File: config.mk
export PLATFORM = sky130hd
export DESIGN_NAME = var_node_serial_flat
export DESIGN_NICKNAME = d
export VERILOG_FILES = /design/src/rtl/var_node_serial_if.sv /design/src/rtl/var_node_serial.sv /design/src/flat_wrapper.sv
export SDC_FILE = /design/constraint.sdc
export NUM_CORES = 1
export LEC_CHECK = 0
export ABC_AREA = 1
export CAP_MARGIN = 10
export CORE_UTILIZATION = 40
export CTS_CLUSTER_SIZE = 12
export DETAILED_ROUTE_END_ITERATION = 8
export SYNTH_ARGS = -nofsm -noshare
export SYNTH_HDL_FRONTEND = slang
export SYNTH_SLANG_ARGS = --single-unit
File: constraint.sdc
create_clock -name clk -period 7.7 [get_ports clk]
set_clock_uncertainty 0.2 [all_clocks]
set_input_delay 1.54 -clock clk [delete_from_list [all_inputs] [get_ports clk]]
set_output_delay 1.54 -clock clk [all_outputs]
set_load 0.05 [all_outputs]
File: src/rtl/var_node_serial_if.sv
// Handshake and data bundle between the min-node stage and the serial
// variable-node processor. master drives node starts and check messages and
// consumes extrinsics; slave is the variable-node processor itself.
interface var_node_serial_if #(
  parameter int INT     = 8,
  parameter int FRAC    = 8,
  parameter int MAX_DEG = 8,
  parameter int W       = INT + FRAC,
  parameter int DW      = $clog2(MAX_DEG + 1)
);
  logic          start;
  logic [W-1:0]  llr_in;
  logic [DW-1:0] deg;
  logic          in_valid;
  logic [W-1:0]  in_msg;
  logic          in_ready;
  logic          out_valid;
  logic [W-1:0]  out_msg;
  logic          out_last;
  logic          out_ready;
  logic          hard_bit;
  logic          done;
  logic          err;

  modport master (
    output start, llr_in, deg, in_valid, in_msg, out_ready,
    input  in_ready, out_valid, out_msg, out_last, hard_bit, done, err
  );

  modport slave (
    input  start, llr_in, deg, in_valid, in_msg, out_ready,
    output in_ready, out_valid, out_msg, out_last, hard_bit, done, err
  );
endinterface

File: src/rtl/var_node_serial.sv
// Serial min-sum variable node: accumulates channel LLR plus up to MAX_DEG
// check messages, then streams saturated extrinsics (total minus own input)
// and a registered hard decision.
module var_node_serial #(
  parameter int INT     = 8,
  parameter int FRAC    = 8,
  parameter int MAX_DEG = 8
) (
  input logic             clk,
  input logic             rst,
  var_node_serial_if.slave bus
);
  localparam int W  = INT + FRAC;
  localparam int DW = $clog2(MAX_DEG + 1);
  localparam int AW = W + DW + 1;
  localparam int IW = (MAX_DEG > 1) ? $clog2(MAX_DEG) : 1;

  // Symmetric clamp so that -2^(W-1) is never emitted.
  localparam logic signed [AW-1:0] SAT_HI = AW'((1 << (W - 1)) - 1);
  localparam logic signed [AW-1:0] SAT_LO = -SAT_HI;

  typedef enum logic [1:0] {
    S_IDLE,
    S_ACCUM,
    S_SUM,
    S_EMIT
  } state_t;

  state_t                 state_q, state_d;
  logic   [W-1:0]         msg_buf [MAX_DEG];
  logic signed [AW-1:0]   acc;
  logic   [DW-1:0]        deg_q;
  logic   [DW-1:0]        cnt;
  logic   [DW-1:0]        idx;
  logic   [DW-1:0]        cnt_inc;
  logic   [DW-1:0]        idx_inc;
  logic   [IW-1:0]        sel;
  logic                   deg_ok;
  logic                   in_fire;
  logic                   out_fire;
  logic signed [AW-1:0]   diff;
  logic   [W-1:0]         sat_diff;

  function automatic logic signed [AW-1:0] sext(input logic [W-1:0] v);
    return {{(AW-W){v[W-1]}}, v};
  endfunction

  function automatic logic [W-1:0] sat(input logic signed [AW-1:0] v);
    if (v > SAT_HI)      return SAT_HI[W-1:0];
    else if (v < SAT_LO) return SAT_LO[W-1:0];
    else                 return v[W-1:0];
  endfunction

  assign deg_ok  = (bus.deg != '0) && (bus.deg <= DW'(MAX_DEG));
  assign cnt_inc = cnt + DW'(1);
  assign idx_inc = idx + DW'(1);
  // SUM reads entry 0; EMIT prefetches the entry for the next output.
  // The wrapped index after the final output is never consumed.
  assign sel      = (state_q == S_SUM) ? '0 : idx_inc[IW-1:0];
  assign diff     = acc - sext(msg_buf[sel]);
  assign sat_diff = sat(diff);

  // State register.
  always_ff @(posedge clk) begin
    if (rst) state_q <= S_IDLE;
    else     state_q <= state_d;
  end

  // Next-state and handshake outputs.
  always_comb begin
    state_d       = state_q;
    bus.in_ready  = 1'b0;
    bus.out_valid = 1'b0;
    in_fire       = 1'b0;
    out_fire      = 1'b0;
    case (state_q)
      S_IDLE: begin
        if (bus.start && deg_ok) state_d = S_ACCUM;
      end
      S_ACCUM: begin
        bus.in_ready = 1'b1;
        in_fire      = bus.in_valid;
        if (in_fire && (cnt_inc == deg_q)) state_d = S_SUM;
      end
      S_SUM: begin
        state_d = S_EMIT;
      end
      S_EMIT: begin
        bus.out_valid = 1'b1;
        out_fire      = bus.out_ready;
        if (out_fire && bus.out_last) state_d = S_IDLE;
      end
      default: state_d = S_IDLE;
    endcase
  end

  // Message buffer; contents are don't-care outside a node.
  always_ff @(posedge clk) begin
    if (in_fire) msg_buf[cnt[IW-1:0]] <= bus.in_msg;
  end

  // Accumulator, counters and registered outputs.
  always_ff @(posedge clk) begin
    if (rst) begin
      bus.out_msg  <= '0;
      bus.out_last <= 1'b0;
      bus.hard_bit <= 1'b0;
      bus.done     <= 1'b0;
      bus.err      <= 1'b0;
    end else begin
      bus.done <= 1'b0;
      bus.err  <= 1'b0;
      case (state_q)
        S_IDLE: begin
          if (bus.start) begin
            if (bus.deg == '0) begin
              bus.hard_bit <= bus.llr_in[W-1];
              bus.done     <= 1'b1;
            end else if (!deg_ok) begin
              bus.err <= 1'b1;
            end else begin
              deg_q <= bus.deg;
              acc   <= sext(bus.llr_in);
              cnt   <= '0;
            end
          end
        end
        S_ACCUM: begin
          if (in_fire) begin
            acc <= acc + sext(bus.in_msg);
            cnt <= cnt_inc;
          end
        end
        S_SUM: begin
          bus.out_msg  <= sat_diff;
          bus.hard_bit <= acc[AW-1];
          idx          <= '0;
          bus.out_last <= (deg_q == DW'(1));
        end
        S_EMIT: begin
          if (out_fire) begin
            if (bus.out_last) begin
              bus.out_last <= 1'b0;
              bus.done     <= 1'b1;
            end else begin
              idx          <= idx_inc;
              bus.out_msg  <= sat_diff;
              bus.out_last <= (idx_inc == deg_q - DW'(1));
            end
          end
        end
        default: ;
      endcase
    end
  end
endmodule

File: src/flat_wrapper.sv
// flat-port wrapper written by rule: the top's interface ports become plain ports
module var_node_serial_flat 
#(
  parameter int INT     = 8,
  parameter int FRAC    = 8,
  parameter int MAX_DEG = 8
)
  (clk, rst, bus_start, bus_llr_in, bus_deg, bus_in_valid, bus_in_msg, bus_out_ready, bus_in_ready, bus_out_valid, bus_out_msg, bus_out_last, bus_hard_bit, bus_done, bus_err);
  var_node_serial_if #(.INT(INT), .FRAC(FRAC), .MAX_DEG(MAX_DEG)) bus_i ();
  input logic clk;
  input logic rst;
  input wire logic [$bits(bus_i.start)-1:0] bus_start;
  input wire logic [$bits(bus_i.llr_in)-1:0] bus_llr_in;
  input wire logic [$bits(bus_i.deg)-1:0] bus_deg;
  input wire logic [$bits(bus_i.in_valid)-1:0] bus_in_valid;
  input wire logic [$bits(bus_i.in_msg)-1:0] bus_in_msg;
  input wire logic [$bits(bus_i.out_ready)-1:0] bus_out_ready;
  output wire logic [$bits(bus_i.in_ready)-1:0] bus_in_ready;
  output wire logic [$bits(bus_i.out_valid)-1:0] bus_out_valid;
  output wire logic [$bits(bus_i.out_msg)-1:0] bus_out_msg;
  output wire logic [$bits(bus_i.out_last)-1:0] bus_out_last;
  output wire logic [$bits(bus_i.hard_bit)-1:0] bus_hard_bit;
  output wire logic [$bits(bus_i.done)-1:0] bus_done;
  output wire logic [$bits(bus_i.err)-1:0] bus_err;
  assign bus_i.start = bus_start;
  assign bus_i.llr_in = bus_llr_in;
  assign bus_i.deg = bus_deg;
  assign bus_i.in_valid = bus_in_valid;
  assign bus_i.in_msg = bus_in_msg;
  assign bus_i.out_ready = bus_out_ready;
  assign bus_in_ready = bus_i.in_ready;
  assign bus_out_valid = bus_i.out_valid;
  assign bus_out_msg = bus_i.out_msg;
  assign bus_out_last = bus_i.out_last;
  assign bus_hard_bit = bus_i.hard_bit;
  assign bus_done = bus_i.done;
  assign bus_err = bus_i.err;
  var_node_serial #(.INT(INT), .FRAC(FRAC), .MAX_DEG(MAX_DEG)) u_core (.clk(clk), .rst(rst), .bus(bus_i));
endmodule
==> qor.csv <==
stage;metric;value;unit
power_and_ir_drop;Reg power frac;27.3;%
floorplan;row count;57;
logic_synthesis;Post-synth EDFFs;161;
floorplan;Die H;159.9;um
critical_path;Crit path arrival time;5.72;ns
critical_path;critical-path maximum fanout;41;
clocking;CTS root buf;clkbuf_16;
logic_synthesis;ys async rst share;0;%
power_and_ir_drop;Pwr Density;407.9;mW/mm2
sta;Worst Slack Setup Final;2.128;ns
floorplan;die footprint;0.02558;mm2
sta;Hold Vio Cnt, Final;0;
grt;first-pass GRT wire length;38760;um
logic_synthesis;cell taking the most area after synthesis;edfxtp_1;
clocking;maximum buffer depth of the clock tree;2;
grt;GRT Total Usage;19.79;%
floorplan;Initial Util;40.90;%
detailed_routing;Total Wirelength;24530;um
clocking;CTS tree;built;
detailed_routing;vias per cell;5.222;
clocking;hold-fix buffers at CTS;0;
finish;area delta synth->final;15.95;%
detailed_routing;Post-DRT Antenna Nets;0;
sta;fmax;179.5;MHz
logic_synthesis;top post-synthesis cells by area;edfxtp_1 (48%), nand2_1 (9.3%), ha_1 (6.1%);
grt;initial antenna violation count;1;
logic_synthesis;Yosys top cell area share;48.46;%
clocking;Worst-path clk slew;0.08;ns
sta;final setup vio count;0;
detailed_routing;routed length per placed instance;16.90;um
place;GP Congestion;0.8666;
logic_synthesis;Distinct cells, synth;48;
power_and_ir_drop;Leakage;0.004595;uW
place;port bufs;62;
critical_path;WP data required;7.85;ns
floorplan;I/O pin count;63;
critical_path;Worst Reg-to-Reg Cells;26;
clocking;clock sinks;183;
worst_hold_path;Hold WC Path Type;flip-flop to flip-flop;
power_and_ir_drop;Comb pwr share;54.0;%
grt;largest net degree at the start of global routing;42;
logic_synthesis;Seq/Total Area, Yosys;52.87;%
logic_synthesis;post-synthesis net count;1142;
clocking;worst-skew pair later-pin latency;0.44;ns
outcome;status;finished, final reports clean;
power_and_ir_drop;worst vdd rail ir drop;151.3;uV
logic_synthesis;Mapped Cells;1050;
power_and_ir_drop;NetSw;2232;uW
worst_hold_path;Worst Hold Launch;u_core.bus.out_msg[15];
detailed_routing;First DRT Iteration DRCs;579;
place;DP HPWL;17180;um
clocking;H-tree levels;4;
detailed_routing;DRT Pass-1 Iters;7;
clocking;Setup Buffers After CTS;0;
finish;share of layout cells above drive strength 1;9.397;%
finish;fin util;47.43;%
sta;slew of the pin with the lowest slew margin;1.052;ns
run;Max-Cap Viols;0;
critical_path;kind of critical path;flip-flop to flip-flop;
logic_synthesis;Synth Area per Inst;9.502;um2
critical_path;CP endpoint kind;flip-flop;
logic_synthesis;count of state elements after synthesis;183;
clocking;Inserted Clock Buffers;17;
sta;Final min period;5.572;ns
detailed_routing;via count;7582;
sta;worst rel slew slack;29.82;%
sta;period utilisation layout;72.37;%
floorplan;chip width;159.9;um
logic_synthesis;count of warnings emitted by yosys;0;
sta;Slew Viols, Final;0;
grt;GRT Residual Overflow;0;
place;Setup WS pre-CTS;2.155;ns
power_and_ir_drop;internal power;2486;uW
floorplan;area of the core;0.02439;mm2
worst_hold_path;WHS Path Cells;2;
sta;RSZ-0062 raised after global routing;false;
critical_path;Critical Path Source Type;flip-flop;
critical_path;reg2reg start;u_core.state_q[0];
logic_synthesis;mapped cell area;0.009977;mm2
power_and_ir_drop;Sw Ratio;47.31;%
finish;n_diodes;0;
grt;vias in the first global route;7051;
detailed_routing;Remaining DRCs;0;
clocking;Resize count post-CTS;0;
critical_path;crit path from;u_core.state_q[0];
logic_synthesis;top_reg_cell synth;edfxtp_1;
sta;total negative slack;0;ns
finish;Layout Nets;1207;
sta;worst hold slack;0.2735;ns
power_and_ir_drop;Clock power frac;18.6;%
[through the flow]
| stage | cell area, um2 | cells | total power (uW) |
|---|---|---|---|
| global route | 11570 | 1452 | 5102 |
| detailed placement | 10970 | 1420 | 3860 |
| global placement | 10970 | 1420 | 3843 |
| floorplan | 9977 | 1050 | 3225 |
| finish | 11570 | 1452 | 4718 |
| CTS | 11570 | 1452 | 4746 |
[final timing paths]
check	endpoint	slack, ns
setup / recovery	u_core.bus.out_msg[0]	2.13
hold / removal	u_core.bus.out_msg[15]	0.27
setup reg to reg	u_core.bus.out_msg[0]	2.13
hold reg to reg	u_core.bus.out_msg[15]	0.27
[power groups by stage]
stage / Combinational, uW / Sequential (uW) / Clock (uW)
3_5_place_dp: 2550 / 1310 / 0
4_1_cts: 2560 / 1290 / 893
6_report: 2550 / 1290 / 878
3_3_place_gp: 2530 / 1310 / 0
2_1_floorplan: 1780 / 1440 / 0
5_1_grt: 2860 / 1300 / 939
[logic make-up after synthesis]
group	after synthesis	synth area share (%)
muxes	9	0.9030
DFF	183	52.87
adders and majority gates	51	6.546
and+or+nand+nor	461	19.96
buffers and inverters	139	5.643
xor gates and xnor gates	27	2.445
AOI/OAI and AO/OA	180	11.63
[critical path, cell delays in order (launching register included)]
cell	delay (ns)
dfxtp_1	0.36
inv_1	0.10
ha_1	0.40
nor2_4	0.13
buf_4	0.45
inv_1	0.46
buf_4	0.38
a221oi_1	0.35
o41ai_1	0.14
ha_1	0.25
fa_1	0.42
inv_1	0.11
nand3_1	0.11
nand2_2	0.12
nand2_1	0.08
nand2_2	0.10
nand2_1	0.08
nand2_1	0.07
nand2_1	0.04
nand2_1	0.07
nand2_1	0.05
nor2_1	0.10
nand2_1	0.12
a21oi_4	0.48
nand3_1	0.13
nand2_1	0.08
inv_1	0.04
[layout by cell type (no fill, tap or decap), drive strengths merged, types with 2 or more instances in the layout]
cell	n
o21bai	3
nor2	96
clkinv	8
or2	5
nor4	2
o31ai	10
a221oi	2
xor2	16
xnor2	11
ha	49
inv	117
nand3b	7
nand2	267
o221ai	18
dfxtp	22
o21ai	58
clkbuf	17
buf	13
o21a	2
a21oi	59
o32ai	2
a32oi	4
clkdlybuf4s50	62
nand4	10
fa	2
o211ai	6
edfxtp	161
a31oi	10
a211oi	3
nand3	59
mux2i	9
nor3	15
[metal layers]
layer / global-route usage (%) / up-vias / wire length (um)
met1: 27.71 / 3584 / 11760
li1: - / 3763 / -
met4: 6.104 / 2 / 417
met5: 0 / - / 13
met3: 3.584 / 24 / 1148
met2: 31.15 / 209 / 11200
[Yosys cell counts, types with 2 or more instances]
library cell,count
o21a_1,2
ha_1,49
a211oi_1,3
fa_1,2
dfxtp_1,22
buf_1,4
nand2_2,20
o32ai_1,2
o221ai_1,18
nor2_4,3
nand3b_1,7
nand2_1,246
nor4_1,2
nand4_1,10
a32oi_1,4
a31oi_1,10
nand3_1,58
o21bai_1,3
inv_1,104
buf_2,2
mux2i_1,9
inv_2,6
edfxtp_1,161
xor2_1,16
or2_2,5
o21ai_0,57
xnor2_1,10
o211ai_2,4
nor3_1,14
a21oi_2,11
o211ai_1,2
a221oi_1,2
nor2_1,89
nor2_2,4
clkbuf_1,19
buf_6,3
a21oi_1,47
o31ai_1,10
[cell type report]
cell class / instances / area [um2]
fillers: 2322 / 12820
flip-flops and latches: 183 / 5275
multi-input cells: 728 / 4156
repair buffers: 75 / 718.2
clock buffers: 17 / 425.4
inverters: 110 / 412.9
well taps: 324 / 405.4
clock inverters: 15 / 175.2
[flip-flops by register name, indices dropped and copies added (netlist names)]
| name | cells |
|---|---|
| u_core.idx | 4 |
| u_core.bus.done | 1 |
| u_core.state_q | 2 |
| u_core.bus.err | 1 |
| u_core.bus.out_last | 1 |
| u_core.msg_buf | 128 |
| u_core.cnt | 4 |
| u_core.deg_q | 4 |
| u_core.acc | 21 |
| u_core.bus.hard_bit | 1 |
| u_core.bus.out_msg | 16 |
Note: power is estimated with default switching activity, not from simulation.
